===== src/rtl/regfile_wb_arbiter_pkg.sv =====
// regfile_wb_pkg: shared types for the register-file write-port arbiter.
//   arbState_t   - arbiter FSM states (IDLE, STALL)
//   wbSource_t   - origin of the write held in the output register
//   queueEntry_t - one queued mul/div result {regNum, data, alive}
//   REG_ZERO     - hardwired-zero register index (writes to it are dropped)
package regfile_wb_pkg;

    localparam int REG_W  = 5;
    localparam int DATA_W = 32;

    localparam logic [REG_W-1:0] REG_ZERO = 5'd0;

    typedef enum logic {
        IDLE,
        STALL
    } arbState_t;

    typedef enum logic {
        SRC_PIPE,
        SRC_MD
    } wbSource_t;

    typedef struct packed {
        logic [REG_W-1:0]  regNum;
        logic [DATA_W-1:0] data;
        logic              alive;
    } queueEntry_t;

endpackage


===== src/rtl/regfile_wb_arbiter_if.sv =====
// regfile_wb_arbiter_if: bundles every non-clock/reset signal of the arbiter.
//   master modport - producers and decode side (drives wb_*, md_valid/reg/data,
//                    rd_addr1/2; observes md_ready, rf_*, stall_pipe, rd_pending*)
//   slave modport  - the arbiter itself (the reverse directions)
interface regfile_wb_arbiter_if;

    // pipeline writeback
    logic        wb_valid;
    logic [4:0]  wb_reg;
    logic [31:0] wb_data;
    // mul/div result handshake
    logic        md_valid;
    logic        md_ready;
    logic [4:0]  md_reg;
    logic [31:0] md_data;
    // register file write port
    logic        rf_we;
    logic [4:0]  rf_waddr;
    logic [31:0] rf_wdata;
    // pipeline control and decode hazard lookup
    logic        stall_pipe;
    logic [4:0]  rd_addr1;
    logic [4:0]  rd_addr2;
    logic        rd_pending1;
    logic        rd_pending2;

    modport master (
        output wb_valid, wb_reg, wb_data,
        output md_valid, md_reg, md_data,
        input  md_ready,
        input  rf_we, rf_waddr, rf_wdata,
        input  stall_pipe,
        output rd_addr1, rd_addr2,
        input  rd_pending1, rd_pending2
    );

    modport slave (
        input  wb_valid, wb_reg, wb_data,
        input  md_valid, md_reg, md_data,
        output md_ready,
        output rf_we, rf_waddr, rf_wdata,
        output stall_pipe,
        input  rd_addr1, rd_addr2,
        output rd_pending1, rd_pending2
    );

endinterface


===== src/rtl/regfile_wb_arbiter_wb_queue.sv =====
// wb_queue: DEPTH-entry FIFO of pending mul/div results.
//   clock, reset_n      - clock, async active-low reset (empties the queue)
//   pushEn, pushEntry   - write pushEntry at the tail
//   popEn               - retire the head entry
//   killEn, killReg     - clear alive on every stored entry whose regNum == killReg
//   matchReg1/2, match1/2 - combinational lookup: an alive entry targets matchRegX
//   head, count         - head entry and occupancy
// Slots are cleared to dead when popped, so alive implies the slot is occupied
// and the match/kill logic needs no occupancy mask.
module wb_queue
    import regfile_wb_pkg::*;
#(
    parameter int DEPTH = 2
) (
    input  logic                   clock,
    input  logic                   reset_n,
    input  logic                   pushEn,
    input  queueEntry_t            pushEntry,
    input  logic                   popEn,
    input  logic                   killEn,
    input  logic [REG_W-1:0]       killReg,
    input  logic [REG_W-1:0]       matchReg1,
    input  logic [REG_W-1:0]       matchReg2,
    output logic                   match1,
    output logic                   match2,
    output queueEntry_t            head,
    output logic [$clog2(DEPTH):0] count
);

    localparam int PW = $clog2(DEPTH);

    queueEntry_t     entries [DEPTH];
    logic [PW-1:0]   rdPtr;
    logic [PW-1:0]   wrPtr;

    always_ff @(posedge clock or negedge reset_n) begin
        if (!reset_n) begin
            rdPtr <= '0;
            wrPtr <= '0;
            count <= '0;
            for (int unsigned i = 0; i < DEPTH; i++) begin
                entries[i] <= '0;
            end
        end else begin
            // Kill first; the push below lands in an empty slot and therefore
            // keeps its alive bit even when it targets the killed register.
            if (killEn) begin
                for (int unsigned i = 0; i < DEPTH; i++) begin
                    if (entries[i].regNum == killReg) begin
                        entries[i].alive <= 1'b0;
                    end
                end
            end
            if (popEn) begin
                entries[rdPtr].alive <= 1'b0;
                rdPtr                <= rdPtr + 1'b1;
            end
            if (pushEn) begin
                entries[wrPtr] <= pushEntry;
                wrPtr          <= wrPtr + 1'b1;
            end
            case ({pushEn, popEn})
                2'b10:   count <= count + 1'b1;
                2'b01:   count <= count - 1'b1;
                default: count <= count;
            endcase
        end
    end

    always_comb begin
        match1 = 1'b0;
        match2 = 1'b0;
        for (int unsigned i = 0; i < DEPTH; i++) begin
            if (entries[i].alive && entries[i].regNum == matchReg1) match1 = 1'b1;
            if (entries[i].alive && entries[i].regNum == matchReg2) match2 = 1'b1;
        end
    end

    assign head = entries[rdPtr];

endmodule


===== src/rtl/regfile_wb_arbiter.sv =====
// regfile_wb_arbiter: shares the register-file write port between the pipeline
// writeback stage (priority) and a queue of mul/div results.
//   clock    - sole clock
//   reset_n  - asynchronous active-low reset
//   bus      - regfile_wb_arbiter_if.slave: wb_* request, md_* handshake,
//              registered rf_* write port and stall_pipe, rd_addr/rd_pending lookup
// A live pipeline write that keeps blocking an alive queued result for
// STARVE_LIMIT cycles moves the FSM to STALL, which asks upstream to hold
// wb_valid low until the head has popped.
module regfile_wb_arbiter
    import regfile_wb_pkg::*;
#(
    parameter int DEPTH        = 2,
    parameter int STARVE_LIMIT = 4
) (
    input  logic                 clock,
    input  logic                 reset_n,
    regfile_wb_arbiter_if.slave  bus
);

    localparam int CW = $clog2(DEPTH) + 1;
    localparam int SW = $clog2(STARVE_LIMIT + 1);
    localparam logic [SW-1:0] STARVE_LAST = SW'(STARVE_LIMIT - 1);

    arbState_t          state, nextState;
    logic [SW-1:0]      starveCnt, nextStarveCnt;
    logic               stallPipe, nextStallPipe;

    logic               rfWe;
    logic [REG_W-1:0]   rfWaddr;
    logic [DATA_W-1:0]  rfWdata;
    wbSource_t          rfSrc;

    queueEntry_t        head;
    queueEntry_t        pushEntry;
    logic [CW-1:0]      count;
    logic               qMatch1, qMatch2;

    logic               liveWb;
    logic               notEmpty;
    logic               full;
    logic               pushEn;
    logic               popEn;
    logic               blocked;

    assign liveWb   = bus.wb_valid && (bus.wb_reg != REG_ZERO);
    assign notEmpty = (count != '0);
    assign full     = (count == CW'(DEPTH));
    // Pushes to r0 complete the handshake but never occupy a slot.
    assign pushEn   = bus.md_valid && !full && (bus.md_reg != REG_ZERO);
    assign popEn    = !liveWb && notEmpty;
    assign blocked  = liveWb && notEmpty && head.alive;

    assign pushEntry = '{regNum: bus.md_reg, data: bus.md_data, alive: 1'b1};

    wb_queue #(
        .DEPTH (DEPTH)
    ) uQueue (
        .clock     (clock),
        .reset_n   (reset_n),
        .pushEn    (pushEn),
        .pushEntry (pushEntry),
        .popEn     (popEn),
        .killEn    (liveWb),
        .killReg   (bus.wb_reg),
        .matchReg1 (bus.rd_addr1),
        .matchReg2 (bus.rd_addr2),
        .match1    (qMatch1),
        .match2    (qMatch2),
        .head      (head),
        .count     (count)
    );

    always_ff @(posedge clock or negedge reset_n) begin
        if (!reset_n) begin
            state     <= IDLE;
            starveCnt <= '0;
            stallPipe <= 1'b0;
        end else begin
            state     <= nextState;
            starveCnt <= nextStarveCnt;
            stallPipe <= nextStallPipe;
        end
    end

    always_comb begin
        nextState     = state;
        nextStarveCnt = starveCnt;
        nextStallPipe = 1'b0;

        case (state)
            IDLE: begin
                if (blocked && starveCnt == STARVE_LAST) nextState = STALL;
            end
            STALL: begin
                if (popEn) nextState = IDLE;
            end
            default: nextState = IDLE;
        endcase

        if (popEn || !notEmpty) begin
            nextStarveCnt = '0;
        end else if (state == IDLE && blocked) begin
            nextStarveCnt = (starveCnt == STARVE_LAST) ? '0 : starveCnt + 1'b1;
        end

        // Raised one cycle after entering STALL and dropped right after the
        // pop, so upstream is held off for the minimum time.
        nextStallPipe = (state == STALL) && !popEn;
    end

    always_ff @(posedge clock or negedge reset_n) begin
        if (!reset_n) begin
            rfWe    <= 1'b0;
            rfWaddr <= '0;
            rfWdata <= '0;
            rfSrc   <= SRC_PIPE;
        end else begin
            rfWe <= liveWb || (popEn && head.alive);
            if (liveWb) begin
                rfWaddr <= bus.wb_reg;
                rfWdata <= bus.wb_data;
                rfSrc   <= SRC_PIPE;
            end else if (popEn && head.alive) begin
                rfWaddr <= head.regNum;
                rfWdata <= head.data;
                rfSrc   <= SRC_MD;
            end
        end
    end

    assign bus.md_ready   = !full;
    assign bus.rf_we      = rfWe;
    assign bus.rf_waddr   = rfWaddr;
    assign bus.rf_wdata   = rfWdata;
    assign bus.stall_pipe = stallPipe;

    // A mul/div result sitting in the output register is not yet in the
    // register file, so decode must still treat it as pending.
    assign bus.rd_pending1 = (bus.rd_addr1 != REG_ZERO) &&
        (qMatch1 || (rfWe && rfSrc == SRC_MD && rfWaddr == bus.rd_addr1));
    assign bus.rd_pending2 = (bus.rd_addr2 != REG_ZERO) &&
        (qMatch2 || (rfWe && rfSrc == SRC_MD && rfWaddr == bus.rd_addr2));

endmodule

===== src/flat_wrapper.sv =====
// flat-port wrapper written by rule: the top's interface ports become plain ports
module regfile_wb_arbiter_flat import regfile_wb_pkg::*;
#(
    parameter int DEPTH        = 2,
    parameter int STARVE_LIMIT = 4
)
  (clock, reset_n, bus_wb_valid, bus_wb_reg, bus_wb_data, bus_md_valid, bus_md_reg, bus_md_data, bus_md_ready, bus_rf_we, bus_rf_waddr, bus_rf_wdata, bus_stall_pipe, bus_rd_addr1, bus_rd_addr2, bus_rd_pending1, bus_rd_pending2);
  regfile_wb_arbiter_if bus_i ();
  input  logic clock;
  input  logic reset_n;
  input wire logic [$bits(bus_i.wb_valid)-1:0] bus_wb_valid;
  input wire logic [$bits(bus_i.wb_reg)-1:0] bus_wb_reg;
  input wire logic [$bits(bus_i.wb_data)-1:0] bus_wb_data;
  input wire logic [$bits(bus_i.md_valid)-1:0] bus_md_valid;
  input wire logic [$bits(bus_i.md_reg)-1:0] bus_md_reg;
  input wire logic [$bits(bus_i.md_data)-1:0] bus_md_data;
  output wire logic [$bits(bus_i.md_ready)-1:0] bus_md_ready;
  output wire logic [$bits(bus_i.rf_we)-1:0] bus_rf_we;
  output wire logic [$bits(bus_i.rf_waddr)-1:0] bus_rf_waddr;
  output wire logic [$bits(bus_i.rf_wdata)-1:0] bus_rf_wdata;
  output wire logic [$bits(bus_i.stall_pipe)-1:0] bus_stall_pipe;
  input wire logic [$bits(bus_i.rd_addr1)-1:0] bus_rd_addr1;
  input wire logic [$bits(bus_i.rd_addr2)-1:0] bus_rd_addr2;
  output wire logic [$bits(bus_i.rd_pending1)-1:0] bus_rd_pending1;
  output wire logic [$bits(bus_i.rd_pending2)-1:0] bus_rd_pending2;
  assign bus_i.wb_valid = bus_wb_valid;
  assign bus_i.wb_reg = bus_wb_reg;
  assign bus_i.wb_data = bus_wb_data;
  assign bus_i.md_valid = bus_md_valid;
  assign bus_i.md_reg = bus_md_reg;
  assign bus_i.md_data = bus_md_data;
  assign bus_md_ready = bus_i.md_ready;
  assign bus_rf_we = bus_i.rf_we;
  assign bus_rf_waddr = bus_i.rf_waddr;
  assign bus_rf_wdata = bus_i.rf_wdata;
  assign bus_stall_pipe = bus_i.stall_pipe;
  assign bus_i.rd_addr1 = bus_rd_addr1;
  assign bus_i.rd_addr2 = bus_rd_addr2;
  assign bus_rd_pending1 = bus_i.rd_pending1;
  assign bus_rd_pending2 = bus_i.rd_pending2;
  regfile_wb_arbiter #(.DEPTH(DEPTH), .STARVE_LIMIT(STARVE_LIMIT)) u_core (.clock(clock), .reset_n(reset_n), .bus(bus_i));
endmodule

===== config.mk =====
export PLATFORM = sky130hd
export DESIGN_NAME = regfile_wb_arbiter_flat
export DESIGN_NICKNAME = d
export VERILOG_FILES = /design/src/rtl/regfile_wb_arbiter_pkg.sv /design/src/rtl/regfile_wb_arbiter_if.sv /design/src/rtl/regfile_wb_arbiter_wb_queue.sv /design/src/rtl/regfile_wb_arbiter.sv /design/src/flat_wrapper.sv
export SDC_FILE = /design/constraint.sdc
export NUM_CORES = 1
export LEC_CHECK = 0
export BUFFER_PORTS_ARGS = -buffer_cell sky130_fd_sc_hd__buf_2
export CAP_MARGIN = 10
export CELL_PAD_IN_SITES_DETAIL_PLACEMENT = 1
export CELL_PAD_IN_SITES_GLOBAL_PLACEMENT = 1
export CORE_ASPECT_RATIO = 1.2
export CORE_MARGIN = 1.5
export CORE_UTILIZATION = 40
export CTS_CLUSTER_DIAMETER = 120
export DETAILED_ROUTE_END_ITERATION = 10
export HOLD_SLACK_MARGIN = 0.02
export PLACE_DENSITY_LB_ADDON = 0.1
export SETUP_SLACK_MARGIN = 0.05
export SLEW_MARGIN = 20
export SYNTH_ARGS = -nofsm -noshare
export SYNTH_HDL_FRONTEND = slang
export SYNTH_SLANG_ARGS = --single-unit

===== constraint.sdc =====
create_clock -name clock -period 1.6 [get_ports clock]
set_input_delay 0.24 -clock clock [delete_from_list [all_inputs] [get_ports clock]]
set_output_delay 0.24 -clock clock [all_outputs]
set_load 0.1 [all_outputs]

# Yosys cells after proc, flatten, opt, wreduce, memory -nomap -nowiden
# Cells that the tools add are included.
word_totals:
  reg_bits: 124
  in_bits: 88
  output_inout_bits: 42
  elab_cells: 109
classes:
  add_sub_neg: 5
  n_lt_le_gt_ge: 4
  n_eq_ne: 12
  n_mux: 32
  bitwise: 3
  reduce_logical: 37
op_table:
  columns: ["op", "count"]
  rows:
  - ["bitwise mux 76 bit", 2]
  - ["two-way mux 38 bit", 4]
  - ["two-way mux 76 bit", 2]
  - ["demux 38 bit (select 1 bit)", 2]
  - ["two-way mux 32 bit", 2]
  - ["== test 5 bit", 8]
  - ["logical AND 1 bit", 21]
  - ["nonzero test 5 bit", 4]
  - ["two-way mux 1 bit", 13]
  - ["two-way mux 5 bit", 2]
  - ["two-way mux 3 bit", 3]
  - ["nonzero test 2 bit", 4]
  - ["== test 2 bit (second input constant)", 2]
  - [">= comparator 2 bit (second input constant)", 2]
  - ["zero test 1 bit", 4]
  - ["logical OR 1 bit", 4]
  - ["< comparator 2 x 1 -> 1 bit (second input constant)", 2]
  - ["inverter 1 -> 2 bit", 2]
  - ["one-hot mux 2 bit (2 select lines)", 1]
  - ["adder 3 x 1 -> 3 bit (second input constant)", 1]
  - ["== test 3 x 2 -> 1 bit (second input constant)", 1]
  - ["adder 1 bit (second input constant)", 2]
  - ["adder 2 x 1 -> 2 bit (second input constant)", 1]
  - ["== test 2 x 1 -> 1 bit (second input constant)", 1]
  - ["3 further kinds", 3]

# Longest topological paths before layout
# Gate-level depths: netlist of run 1.
logic_depth:
  word_depth: 9
  ltp_mapped: 8
  mapped_depth_nobuf: 7

# By module
# From an unflattened synthesis of run 1, not the netlist that was laid out.
hier_totals:
  cells_unflattened: 452
  hier_area_um2: 6206.0
modules_own_cells:
  columns: ["mod", "n_inst", "cells_per_inst", "area_each_um2", "seq_area_each_um2"]
  rows:
  - ["wb_queue", 1, 265, 3828.7, 2001.9]
  - ["regfile_wb_arbiter", 1, 187, 2377.3, 1101.1]

# Least setup slack after synthesis of run 1
# Ideal clock, no wire load.
synth_timing:
  path_type: "register -> output"
  startpoint: "reg u_core.rfWaddr[4], in the netlist u_core.bus.rf_waddr[4]"
  endpoint: "out bus_rd_pending2"
  t_arrival_ps: 2925
  required_ps: 1360
  slack_ps: -1565
  stages_incl_launch_ff: 5
  path_buffers: 0
  path_cell_list: "dfrtp_1 -> xor2_1 -> nor4_1 -> a32oi_1 -> a21oi_1"
synth_via:
  elab_chain_len: 4
synth_lines:
  columns: ["element", "line", "source"]
  rows:
  - ["start, declared", "regfile_wb_arbiter.sv:30", "logic [REG_W-1:0] rfWaddr;"]
  - ["start signal, assigned", "regfile_wb_arbiter.sv:121", "rfWaddr <= bus.wb_reg;"]
  - ["start signal, assigned", "regfile_wb_arbiter.sv:125", "rfWaddr <= head.regNum;"]
  - ["== test 5 bit", "regfile_wb_arbiter.sv:143", "(qMatch2 || (rfWe && rfSrc == SRC_MD && rfWaddr == bus.rd_addr2));"]
  - ["logical AND 1 bit", "regfile_wb_arbiter.sv:143", null]
  - ["logical OR 1 bit", "regfile_wb_arbiter.sv:143", null]
  - ["logical AND 1 bit", "regfile_wb_arbiter.sv:142", "assign bus.rd_pending2 = (bus.rd_addr2 != REG_ZERO) &&"]
  - ["end, declared", "flat_wrapper.sv:25", "output wire logic [$bits(bus_i.rd_pending2)-1:0] bus_rd_pending2;"]
# No other way between the ends.

# Worst setup path after layout of run 1
# Ends and elaborated chain as after synthesis.

==> results of run 1 <==
-- cell families (layout without fill, tap and decap cells) --
group / count (synthesis) / after routing / share of synthesized area [%]
muxes: 151 / 151 / 28.29
adders and majority gates: 2 / 2 / 0.4121
buffers and inverters: 27 / 246 / 3.070
AOI/OAI and AO/OA: 51 / 51 / 4.822
and+or+nand+nor: 76 / 76 / 5.955
DFF: 124 / 124 / 51.10
xor gates and xnor gates: 44 / 44 / 6.347
-- synthesized netlist by cell type (2+ instances only) --
| library cell | count | area share (%) |
|---|---|---|
| a21oi_1 | 3 | 0.25 |
| a32oi_1 | 2 | 0.29 |
| and3_1 | 2 | 0.21 |
| buf_1 | 2 | 0.12 |
| buf_12 | 2 | 0.66 |
| buf_2 | 3 | 0.25 |
| buf_4 | 5 | 0.62 |
| buf_8 | 2 | 0.49 |
| clkbuf_1 | 10 | 0.62 |
| dfrtp_1 | 124 | 51 |
| ha_1 | 2 | 0.41 |
| inv_1 | 2 | 0.12 |
| mux2_1 | 9 | 1.7 |
| mux2_2 | 84 | 16 |
| mux2_4 | 18 | 4.5 |
| mux2i_1 | 40 | 6.6 |
| nand2_1 | 39 | 2.4 |
| nand3_1 | 4 | 0.33 |
| nor2_1 | 10 | 0.62 |
| nor2b_1 | 3 | 0.31 |
| nor3_1 | 3 | 0.25 |
| nor4_1 | 6 | 0.62 |
| o21ai_0 | 41 | 3.4 |
| o41ai_1 | 2 | 0.29 |
| or4_1 | 3 | 0.37 |
| xnor2_1 | 14 | 2.0 |
| xor2_1 | 30 | 4.3 |
-- power groups by stage --
stage	Combinational (mW)	Sequential [mW]	Clock (mW)
2_1_floorplan	5.55	8.55	0
5_1_grt	13.6	6.00	4.52
4_1_cts	11.9	5.75	4.39
6_report	12.9	5.79	4.34
3_5_place_dp	11.2	5.73	0
3_3_place_gp	11.0	5.66	0
-- registers in the layout, indices dropped and copies added, names as in the netlist --
name	count
u_core.bus.stall_pipe	1
u_core.bus.rf_we	1
u_core.uQueue.wrPtr	1
u_core.starveCnt	3
u_core.bus.rf_wdata	32
u_core.uQueue.rdPtr	1
u_core.uQueue.entries	76
u_core.rfSrc	1
u_core.bus.rf_waddr	5
u_core.state	1
u_core.uQueue.count	2
-- routing by layer --
metal | vias to the layer above | wire length, microns
met5 | - | 0
met4 | 0 | 440
met3 | 26 | 590
met2 | 111 | 10170
met1 | 2299 | 6953
li1 | 2077 | -
-- timing repair --
action                                 4_1_cts  5_1_grt
endpoints found under the hold margin       23        0
pin swaps                                   11       16
gates cloned                                 5        3
gates resized for setup                     27       75
setup endpoints to repair                   71       94
hold buffers                                 6        0
buffers inserted                             9       17
-- cells in the final DEF (no fill, tap or decap), drive strengths merged, types with 3 or more instances in the layout --
cell	Yosys	final
nor2b	3	3
xnor2	14	14
clkbuf	10	23
clkinvlp	0	5
nand2	39	39
o21ai	41	41
nor4	6	6
bufinv	0	5
dfrtp	124	124
dlygate4sd3	0	6
mux2	111	111
nor3	3	3
inv	2	3
buf	15	202
mux2i	40	40
nand3	4	4
nor2	11	11
xor2	30	30
or4	4	4
a21oi	3	3
-- through the flow --
step	util, %	std cells	hold slack (ps)	instance area [sq um]	power, mW
final	60.00	898	29.95	8939	23.04
after global routing	60.00	898	39.13	8939	24.10
after CTS	58.36	889	21.03	8695	22.08
after detailed placement	51.52	837	189.5	7675	16.97
after global placement	51.52	837	184.2	7675	16.66
after floorplan	-	475	-55.59	6385	14.10
-- critical path: cells and delay by family (launching register included) --
family	cells	cell delay (ps)
buffers and inverters	1	190
DFF	1	510
and+or+nand+nor	1	330
xor gates and xnor gates	1	160
AOI/OAI and AO/OA	2	280
-- cell type report --
class | count | area (sq um) | share of cell area (%)
clock buffers | 19 | 452.9 | 5.067
clock inverters | 13 | 214.0 | 2.394
inverters | 2 | 7.507 | 0.08399
multi-input cells | 324 | 3203 | 35.83
flip-flops and latches | 124 | 3132 | 35.04
well taps | 204 | 255.2 | 2.856
repair buffers | 212 | 1674 | 18.73
-- how the worst min path moves through the flow --
stage | start | end | cells after the start
3_5_place_dp | reset_n | u_core.uQueue.entries[74]$_DFFE_PN0P_ | 1
6_report | bus_wb_data[16] | u_core.bus.rf_wdata[16]$_DFFE_PN0P_ | 3
4_1_cts | bus_wb_data[11] | u_core.bus.rf_wdata[11]$_DFFE_PN0P_ | 3
5_1_grt | bus_wb_data[26] | u_core.bus.rf_wdata[26]$_DFFE_PN0P_ | 3
3_3_place_gp | reset_n | u_core.uQueue.entries[72]$_DFFE_PN0P_ | 1
2_1_floorplan | reset_n | u_core.bus.rf_wdata[0]$_DFFE_PN0P_ | 0
==> impl_metrics.py, run 1 <==
metrics = {
    "outcome": {
        "outcome": "complete, but fails checks",
        "failed_checks": "negative setup slack",
    },
    "worst_setup_path": {
        "startpoint_type": "flop",
        "worst_ep_required_time_ps": 1360,
        "r2r_start": "u_core.uQueue.count[1]$_DFFE_PN0P_",
        "timing.critical_path.from": "u_core.bus.rf_waddr[4]$_DFFE_PN0P_",
        "slowest_delay_ps": 510,
        "endpoint": "bus_rd_pending2",
        "slowest_stage": "dfrtp_4",
        "critPathMaxFanout": 3,
        "rr_worst_depth": 7,
        "cp_cell_sequence": "xor2_2 > nor4_2 > a32oi_2 > a21oi_4 > buf_12",
        "worstSetupPathType": "flop to output port",
        "end_kind": "output port",
        "reg2reg_to": "u_core.uQueue.entries[39]$_DFFE_PN0P_",
        "r2r_slack_ps": -160,
        "cp_data_arrival_time_ps": 1890,
    },
    "synth": {
        "ys_seq_area_share_pct": 51.10,
        "synth_nets": 565,
        "ys_types": 37,
        "syn-mean-instance-area_sq_um": 12.78,
        "syn_area_sq_um": 6072,
        "synth_seq_cells": 124,
        "synth-edff-count": 0,
        "syn_inst": 475,
        "ys_async_sr_fraction_pct": 100.0,
        "synthFlopType": "dfrtp_1",
        "synth_warnings": 0,
    },
    "clock_network": {
        "path_clk_slew_ps": 60,
        "cts_buffer_depth": 2,
        "htreeDepth": 4,
        "cts.sinks": 124,
        "cts_tree": "built",
        "clkLatencyLatePin_ps": 420,
        "cts_buffers": 17,
        "cts_root_buffer": "clkbuf_16",
    },
    "grt": {
        "grt_antenna_before_repair": 0,
        "grt_pass1_vias": 5113,
        "grt_use_total_pct": 23.34,
        "use_met3_pct": 4.021,
        "grt_max_degree": 39,
        "overflow": 0,
        "met1_usage_pct": 26.71,
        "top_usage_layer": "met2",
        "grt_pass1_wl_microns": 27790,
        "met2_usage_pct": 43.29,
    },
    "floorplanning": {
        "die_x_microns": 115.5,
        "core_sq_um": 14900,
        "die_area_sq_um": 15930,
        "rows": 49,
        "start_util_pct": 40.76,
        "io_pins": 130,
        "die_h_microns": 138.0,
    },
    "finish": {
        "nets": 771,
        "fillerInstances": 1518,
        "drive_gt1_share_pct": 56.77,
        "diodes": 0,
        "syn2layout_area_growth_pct": 47.21,
    },
    "place": {
        "gp_congestion": 0.8353,
        "place_ws_ps": -363.6,
        "dp_hpwl_microns": 11710,
        "port_buffers": 129,
    },
    "power": {
        "p_sw_mw": 9.644,
        "clkPwrFrac_pct": 18.8,
        "p_leak_nw": 4.312,
        "pwr-share-comb_pct": 56.0,
        "p_per_area_nw_per_um2": 2578,
        "intPower_mw": 13.40,
        "pwr-share-seq_pct": 25.1,
        "ir_drop_mv": 1.525,
        "switching_share_pct": 41.85,
    },
    "timing": {
        "fin_skew_ps": 7.167,
        "rsz0062_at_grt": "true",
        "slew_viol_final": 0,
        "tightest_slew_ps": 504.3,
        "max_slew_margin_pct": 66.61,
        "hold_viol": 0,
        "setup_tns_ps": -6915,
        "final.setup.worst_slack_ps": -526.0,
        "setup_viol": 62,
        "finalCritPeriodShare_pct": 132.9,
        "fmax_mhz": 470.4,
        "period_needed_ps": 2126,
    },
    "detailed_routing": {
        "drtAntennaViolNets": 0,
        "vias_per_cell": 5.026,
        "wirelength_microns": 18160,
        "route.detailed.drc": 0,
        "vias": 4513,
        "wl_per_cell_microns": 20.22,
        "drtIter0Drc": 145,
        "first_pass_iters": 4,
    },
    "run": {
        "drv_cap": 0,
    },
    "hold_path": {
        "hold_class": "primary input to flop",
    },
}
Note: power is estimated with default switching activity, not from simulation.
==> inputs of run 2 (changes only) <==
--- a/config.mk
+++ b/config.mk
@@ -16,7 +16,7 @@
 export DETAILED_ROUTE_END_ITERATION = 10
 export HOLD_SLACK_MARGIN = 0.02
 export PLACE_DENSITY_LB_ADDON = 0.1
-export SETUP_SLACK_MARGIN = 0.05
+export SETUP_SLACK_MARGIN = 0.3
 export SLEW_MARGIN = 20
 export SYNTH_ARGS = -nofsm -noshare
 export SYNTH_HDL_FRONTEND = slang
==> run 2 against run 1 <==
The run still ends with negative setup slack left. Worst setup slack worse by 40 ps. Cell count is 0.89% higher. First-iteration DRC count is 26% higher. Critical path depth stayed put. Register-to-register slack worse by 70 ps. Non-clock buffer count is 11 higher. Global-route usage is 3.1 points higher. Die area stayed put. Flip-flop and latch count stayed put. Hold slack worse by 1.1 ps. Via count is 3.9% higher. Combinational power is 14% higher.
==> impl_metrics.py, run 2 (same netlist as run 1, synthesis figures left out) <==
metrics = {
    "worst_setup_path": {
        "r2r_start": "u_core.uQueue.count[1]$_DFFE_PN0P_",
        "startpoint_type": "flop",
        "slowest_delay_ps": 520,
        "worst_ep_required_time_ps": 1360,
        "cp_data_arrival_time_ps": 1930,
        "timing.critical_path.from": "u_core.bus.rf_waddr[1]$_DFFE_PN0P_",
        "worstSetupPathType": "flop to output port",
        "cp_cell_sequence": "xor2_1 > nor4_2 > a32oi_1 > a21oi_4 > buf_12",
        "critPathMaxFanout": 4,
        "cpLargestDelayFamily": "flip-flops",
        "end_kind": "output port",
        "slowest_stage": "dfrtp_4",
        "critPathBufInv": 1,
    },
    "detailed_routing": {
        "drtAntennaViolNets": 0,
        "drtIter0Drc": 182,
        "vias_per_cell": 5.174,
        "vias": 4688,
        "wirelength_microns": 21010,
        "route.detailed.drc": 0,
        "first_pass_iters": 5,
        "wl_per_cell_microns": 23.19,
    },
    "power": {
        "p_sw_mw": 10.32,
        "finalPower_mw": 24.59,
        "switching_share_pct": 41.96,
        "p_per_area_nw_per_um2": 2615,
        "ir_drop_mv": 1.568,
        "clkPwrFrac_pct": 15.5,
        "intPower_mw": 14.27,
        "p_leak_nw": 4.490,
        "pwr-share-seq_pct": 24.5,
        "pwr-share-comb_pct": 60.0,
    },
    "clock_network": {
        "htreeDepth": 4,
        "path_clk_slew_ps": 60,
        "cts_root_buffer": "clkbuf_16",
        "cts_tree": "built",
        "cts_buffer_depth": 2,
        "clkLatencyLatePin_ps": 420,
        "cts_buffers": 17,
        "cts.sinks": 124,
    },
    "grt": {
        "grt_antenna_before_repair": 0,
        "grt_use_total_pct": 26.47,
        "grt_pass1_vias": 5421,
        "grt_pass1_wl_microns": 30870,
        "grt_max_degree": 47,
        "overflow": 0,
    },
    "timing": {
        "setup_tns_ps": -14910,
        "final.setup.worst_slack_ps": -566.3,
        "worst_hold_slack_ps": 28.89,
        "max_slew_margin_pct": 65.62,
        "fmax_mhz": 461.6,
        "setup_viol": 112,
        "period_needed_ps": 2166,
        "finalCritPeriodShare_pct": 135.4,
        "tightest_slew_ps": 515.7,
        "hold_viol": 0,
        "slew_viol_final": 0,
        "rsz0062_at_grt": "true",
        "fin_skew_ps": 11.17,
    },
    "floorplanning": {
        "die_area_sq_um": 15930,
        "start_util_pct": 40.76,
        "core_sq_um": 14900,
        "die_h_microns": 138.0,
        "rows": 49,
        "io_pins": 130,
        "die_x_microns": 115.5,
    },
    "run": {
        "drv_cap": 0,
    },
    "finish": {
        "layout_commonest_cell": "dfrtp_1",
        "final_core_util_pct": 63.11,
        "fillerInstances": 1474,
        "largest_reg_flops": 76,
        "syn2layout_area_growth_pct": 54.83,
        "most-common-layout-cells": "112 x dfrtp_1, 86 x buf_2, 74 x mux2_4, 51 x buf_6, 40 x o21ai_1",
        "seqCellArea_sq_um": 3131,
        "nets": 782,
        "multi_input_area_sq_um": 3211,
        "largest-register": "u_core.uQueue.entries",
        "diodes": 0,
        "drive_gt1_share_pct": 57.41,
    },
    "place": {
        "dp_hpwl_microns": 11590,
        "gp_congestion": 0.8054,
        "port_buffers": 129,
    },
    "hold_path": {
        "hold_class": "primary input to flop",
        "min_from": "bus_wb_data[5]",
    },
    "outcome": {
        "outcome": "complete, but fails checks",
        "failed_checks": "negative setup slack",
    },
}
[run 2: changes by cell type in the layout (fill, tap and decap cells not counted), sizes merged]
cell / previous run / this run
clkinvlp: 5 / 2
buf: 202 / 220
inv: 3 / 2
bufinv: 5 / 2
dlygate4sd3: 6 / 3
[run 2: worst paths after layout]
check	end	cells past startpoint	slack, ps
worst min-delay path	u_core.bus.rf_wdata[5]$_DFFE_PN0P_	3	30
max in group asynchronous	u_core.bus.rf_waddr[0]$_DFFE_PN0P_	3	730
worst min register to register	u_core.uQueue.entries[10]$_DFFE_PN0P_	1	500
worst max register to register	u_core.bus.rf_wdata[27]$_DFFE_PN0P_	9	-230
min in group asynchronous	u_core.bus.rf_waddr[1]$_DFFE_PN0P_	2	300
worst max-delay path	bus_rd_pending2	5	-570
[run 2: layout make-up]
class	count	area share, %
multi-input cells	324	34.15
flip-flops and latches	124	33.30
repair buffers	223	23.73
clock buffers	23	5.084
well taps	204	2.715
clock inverters	6	0.9449
inverters	2	0.07985
[run 2: per-layer routing]
metal	track usage [%]	wire length (microns)	part of all wire [%]
met1	29.62	7922	38
met3	5.463	825	3.9
met4	11.66	795	3.8
met5	0	0	0
met2	48.32	11470	55
[run 2: what timing repair did]
| action | in CTS | in global routing |
|---|---|---|
| endpoints found under the setup margin | 164 | 140 |
| setup buffers | 29 | 5 |
| endpoints found under the hold margin | 25 | 0 |
| pin swaps | 17 | 9 |
| hold buffers | 3 | 0 |
| gates cloned | 9 | 0 |
| gates resized for setup | 139 | 43 |
[run 2: through the flow]
stage | setup WS [ps] | instance area [sq um] | instances
after detailed placement | -378.4 | 7614 | 831
final | -566.3 | 9402 | 906
after global placement | -337.1 | 7614 | 831
after floorplan | -428.3 | 6482 | 475
after CTS | -545.4 | 9171 | 901
after global routing | -662.5 | 9402 | 906
[run 2: worst min-delay path, stage by stage]
cell and delay (ps):
buf_2 70, nand2_1 40, o21ai_1 60
[run 2: power groups by stage]
stage	Combinational [mW]	Sequential (mW)	Clock, mW
after floorplan	5.80	8.57	0
after global placement	10.9	5.70	0
after detailed placement	11.1	5.76	0
after CTS	13.9	5.87	3.81
after global routing	15.4	6.20	3.99
final	14.7	6.03	3.81
==> inputs of run 3 (changes only) <==
==> constraint.sdc (replaced) <==
create_clock -name clock -period 1.6 [get_ports clock]
set_input_delay 0.16 -clock clock [delete_from_list [all_inputs] [get_ports clock]]
set_output_delay 0.16 -clock clock [all_outputs]
set_load 0.1 [all_outputs]
==> run 3 against run 2 <==
The run still ends with negative setup slack left. Hold slack improved by 90 ps. Sequential share of layout area fell by 2.7 points. Critical path depth did not move. Register-to-register slack improved by 60 ps. Flip-flop and latch count did not move. Non-clock buffer count rose by 64. Sequential power rose by 1%. Clock skew rose by 2.6 ps. Clock power fell by 1%. Count of clock-buffer cells in the layout did not move. Combinational power rose by 11%. Fmax rose by 0.92%.
==> impl_metrics.py, run 3 (same netlist as run 1, synthesis figures left out) <==
metrics = {
    "finish": {
        "diodes": 0,
        "largest_reg_flops": 76,
        "multi_input_area_sq_um": 3430,
        "final_core_util_pct": 68.67,
        "drive_gt1_share_pct": 56.70,
        "fin_area_sq_um": 10230,
        "nets": 846,
        "most-common-layout-cells": "111 x dfrtp_1, 86 x buf_2, 74 x mux2_4, 65 x dlygate4sd3_1, 58 x buf_4",
        "syn2layout_area_growth_pct": 68.49,
        "largest-register": "u_core.uQueue.entries",
        "fillerInstances": 1406,
        "layout_commonest_cell": "dfrtp_1",
        "seqCellArea_sq_um": 3132,
    },
    "place": {
        "port_buffers": 129,
        "dp_hpwl_microns": 11510,
        "gp_congestion": 0.9008,
        "place_area_sq_um": 7406,
    },
    "power": {
        "p_leak_nw": 4.812,
        "ir_drop_mv": 1.428,
        "intPower_mw": 14.90,
        "switching_share_pct": 43.05,
        "clkPwrFrac_pct": 14.4,
        "p_sw_mw": 11.26,
        "pwr-share-comb_pct": 62.3,
        "p_per_area_nw_per_um2": 2558,
        "pwr-share-seq_pct": 23.3,
    },
    "clock_network": {
        "cts_buffers": 17,
        "htreeDepth": 4,
        "cts_tree": "built",
        "cts.sinks": 124,
        "path_clk_slew_ps": 60,
        "cts_root_buffer": "clkbuf_16",
        "clkLatencyLatePin_ps": 430,
        "cts_buffer_depth": 2,
    },
    "floorplanning": {
        "start_util_pct": 40.76,
        "rows": 49,
        "die_h_microns": 138.0,
        "core_sq_um": 14900,
        "die_area_sq_um": 15930,
        "io_pins": 130,
        "die_x_microns": 115.5,
    },
    "timing": {
        "hold_viol": 0,
        "slew_viol_final": 0,
        "fin_skew_ps": 13.72,
        "fmax_mhz": 465.9,
        "period_needed_ps": 2147,
        "finalCritPeriodShare_pct": 134.2,
        "worst_hold_slack_ps": 118.5,
        "setup_viol": 116,
        "max_slew_margin_pct": 75.51,
        "tightest_slew_ps": 367.4,
        "final.setup.worst_slack_ps": -546.5,
        "rsz0062_at_grt": "true",
    },
    "detailed_routing": {
        "wl_per_cell_microns": 25.33,
        "vias": 5131,
        "drtIter0Drc": 272,
        "route.detailed.drc": 0,
        "first_pass_iters": 4,
        "drtAntennaViolNets": 0,
        "wirelength_microns": 24650,
        "vias_per_cell": 5.273,
    },
    "grt": {
        "grt_pass1_wl_microns": 34870,
        "met2_usage_pct": 56.67,
        "overflow": 0,
        "top_usage_layer": "met2",
        "met1_usage_pct": 33.80,
        "grt_use_total_pct": 30.41,
        "grt_max_degree": 40,
        "use_met3_pct": 5.420,
        "grt_pass1_vias": 5769,
        "grt_antenna_before_repair": 0,
    },
    "hold_path": {
        "hold_class": "primary input to flop",
    },
    "outcome": {
        "outcome": "complete, but fails checks",
        "failed_checks": "negative setup slack",
    },
    "worst_setup_path": {
        "cpLargestDelayFamily": "flip-flops",
        "slowest_stage": "dfrtp_2",
        "worstSetupPathType": "flop to output port",
        "critPathBufInv": 1,
        "end_kind": "output port",
        "cp_cell_sequence": "xor2_1 > nor4_1 > a32oi_1 > a21oi_4 > buf_12",
        "critPathMaxFanout": 3,
        "startpoint_type": "flop",
        "worst_ep_required_time_ps": 1440,
        "slowest_delay_ps": 460,
        "cp_data_arrival_time_ps": 1990,
    },
    "run": {
        "drv_cap": 0,
    },
}
run 3: timing repair:
item                                    4_1_cts  5_1_grt
gates cloned                                 12        1
buffers inserted                             28       10
pin swaps                                    22       13
endpoints found under the setup margin      159      133
hold endpoints to repair                    196        0
hold buffers                                 65        0
gates resized for setup                     170       62
run 3: power by group through the flow:
stage | clock (mW) | sequential, mW | combinational, mW
2_1_floorplan | 0 | 8.53 | 5.31
3_3_place_gp | 0 | 5.64 | 10.3
3_5_place_dp | 0 | 5.72 | 10.6
4_1_cts | 3.80 | 5.80 | 14.2
5_1_grt | 3.93 | 6.22 | 16.9
6_report | 3.76 | 6.10 | 16.3
run 3: per-layer routing:
layer  routed length, microns  vias up
met2                    13490      189
met3                      900       62
met4                      943        0
met5                        0        -
met1                     9311     2641
li1                         -     2239
run 3: tightest hold or removal path, delay by kind of cell:
| kind | cells | cell delay, ps |
|---|---|---|
| AO/OA/AOI/OAI | 1 | 70 |
| buffers and inverters | 1 | 160 |
| AND/OR/NAND/NOR | 1 | 100 |
run 3: cell type report:
| class | instances | area share (%) |
|---|---|---|
| multi-input cells | 324 | 33.52 |
| repair buffers | 287 | 27.69 |
| clock inverters | 9 | 0.8438 |
| clock buffers | 23 | 4.769 |
| flip-flops and latches | 124 | 30.61 |
| inverters | 2 | 0.07338 |
| well taps | 204 | 2.495 |
run 3: final timing paths:
| kind | from | endpoint | slack [ps] | cells after the start |
|---|---|---|---|---|
| min in group asynchronous | reset_n | u_core.uQueue.entries[36]$_DFFE_PN0P_ | 180 | 2 |
| worst max register to register | u_core.uQueue.count[0]$_DFFE_PN0P_ | u_core.uQueue.count[1]$_DFFE_PN0P_ | -170 | 9 |
| worst min-delay path | bus_wb_valid | u_core.bus.rf_waddr[2]$_DFFE_PN0P_ | 120 | 3 |
| worst min register to register | u_core.uQueue.entries[52]$_DFFE_PN0P_ | u_core.uQueue.entries[52]$_DFFE_PN0P_ | 510 | 1 |
| worst max-delay path | u_core.uQueue.entries[37]$_DFFE_PN0P_ | bus_rd_pending2 | -550 | 5 |
| max in group asynchronous | reset_n | u_core.uQueue.entries[50]$_DFFE_PN0P_ | 760 | 3 |
run 3: metrics by stage:
step / std cells / setup TNS [ps] / setup slack (ps) / power (mW)
2_1_floorplan: 475 / -15440 / -348.3 / 13.84
4_1_cts: 962 / -1011 / -478.2 / 23.77
3_5_place_dp: 825 / -19920 / -270.0 / 16.27
3_3_place_gp: 825 / -18840 / -249.9 / 15.96
6_report: 973 / -8110 / -546.5 / 26.17
5_1_grt: 973 / -11090 / -614.2 / 27.01
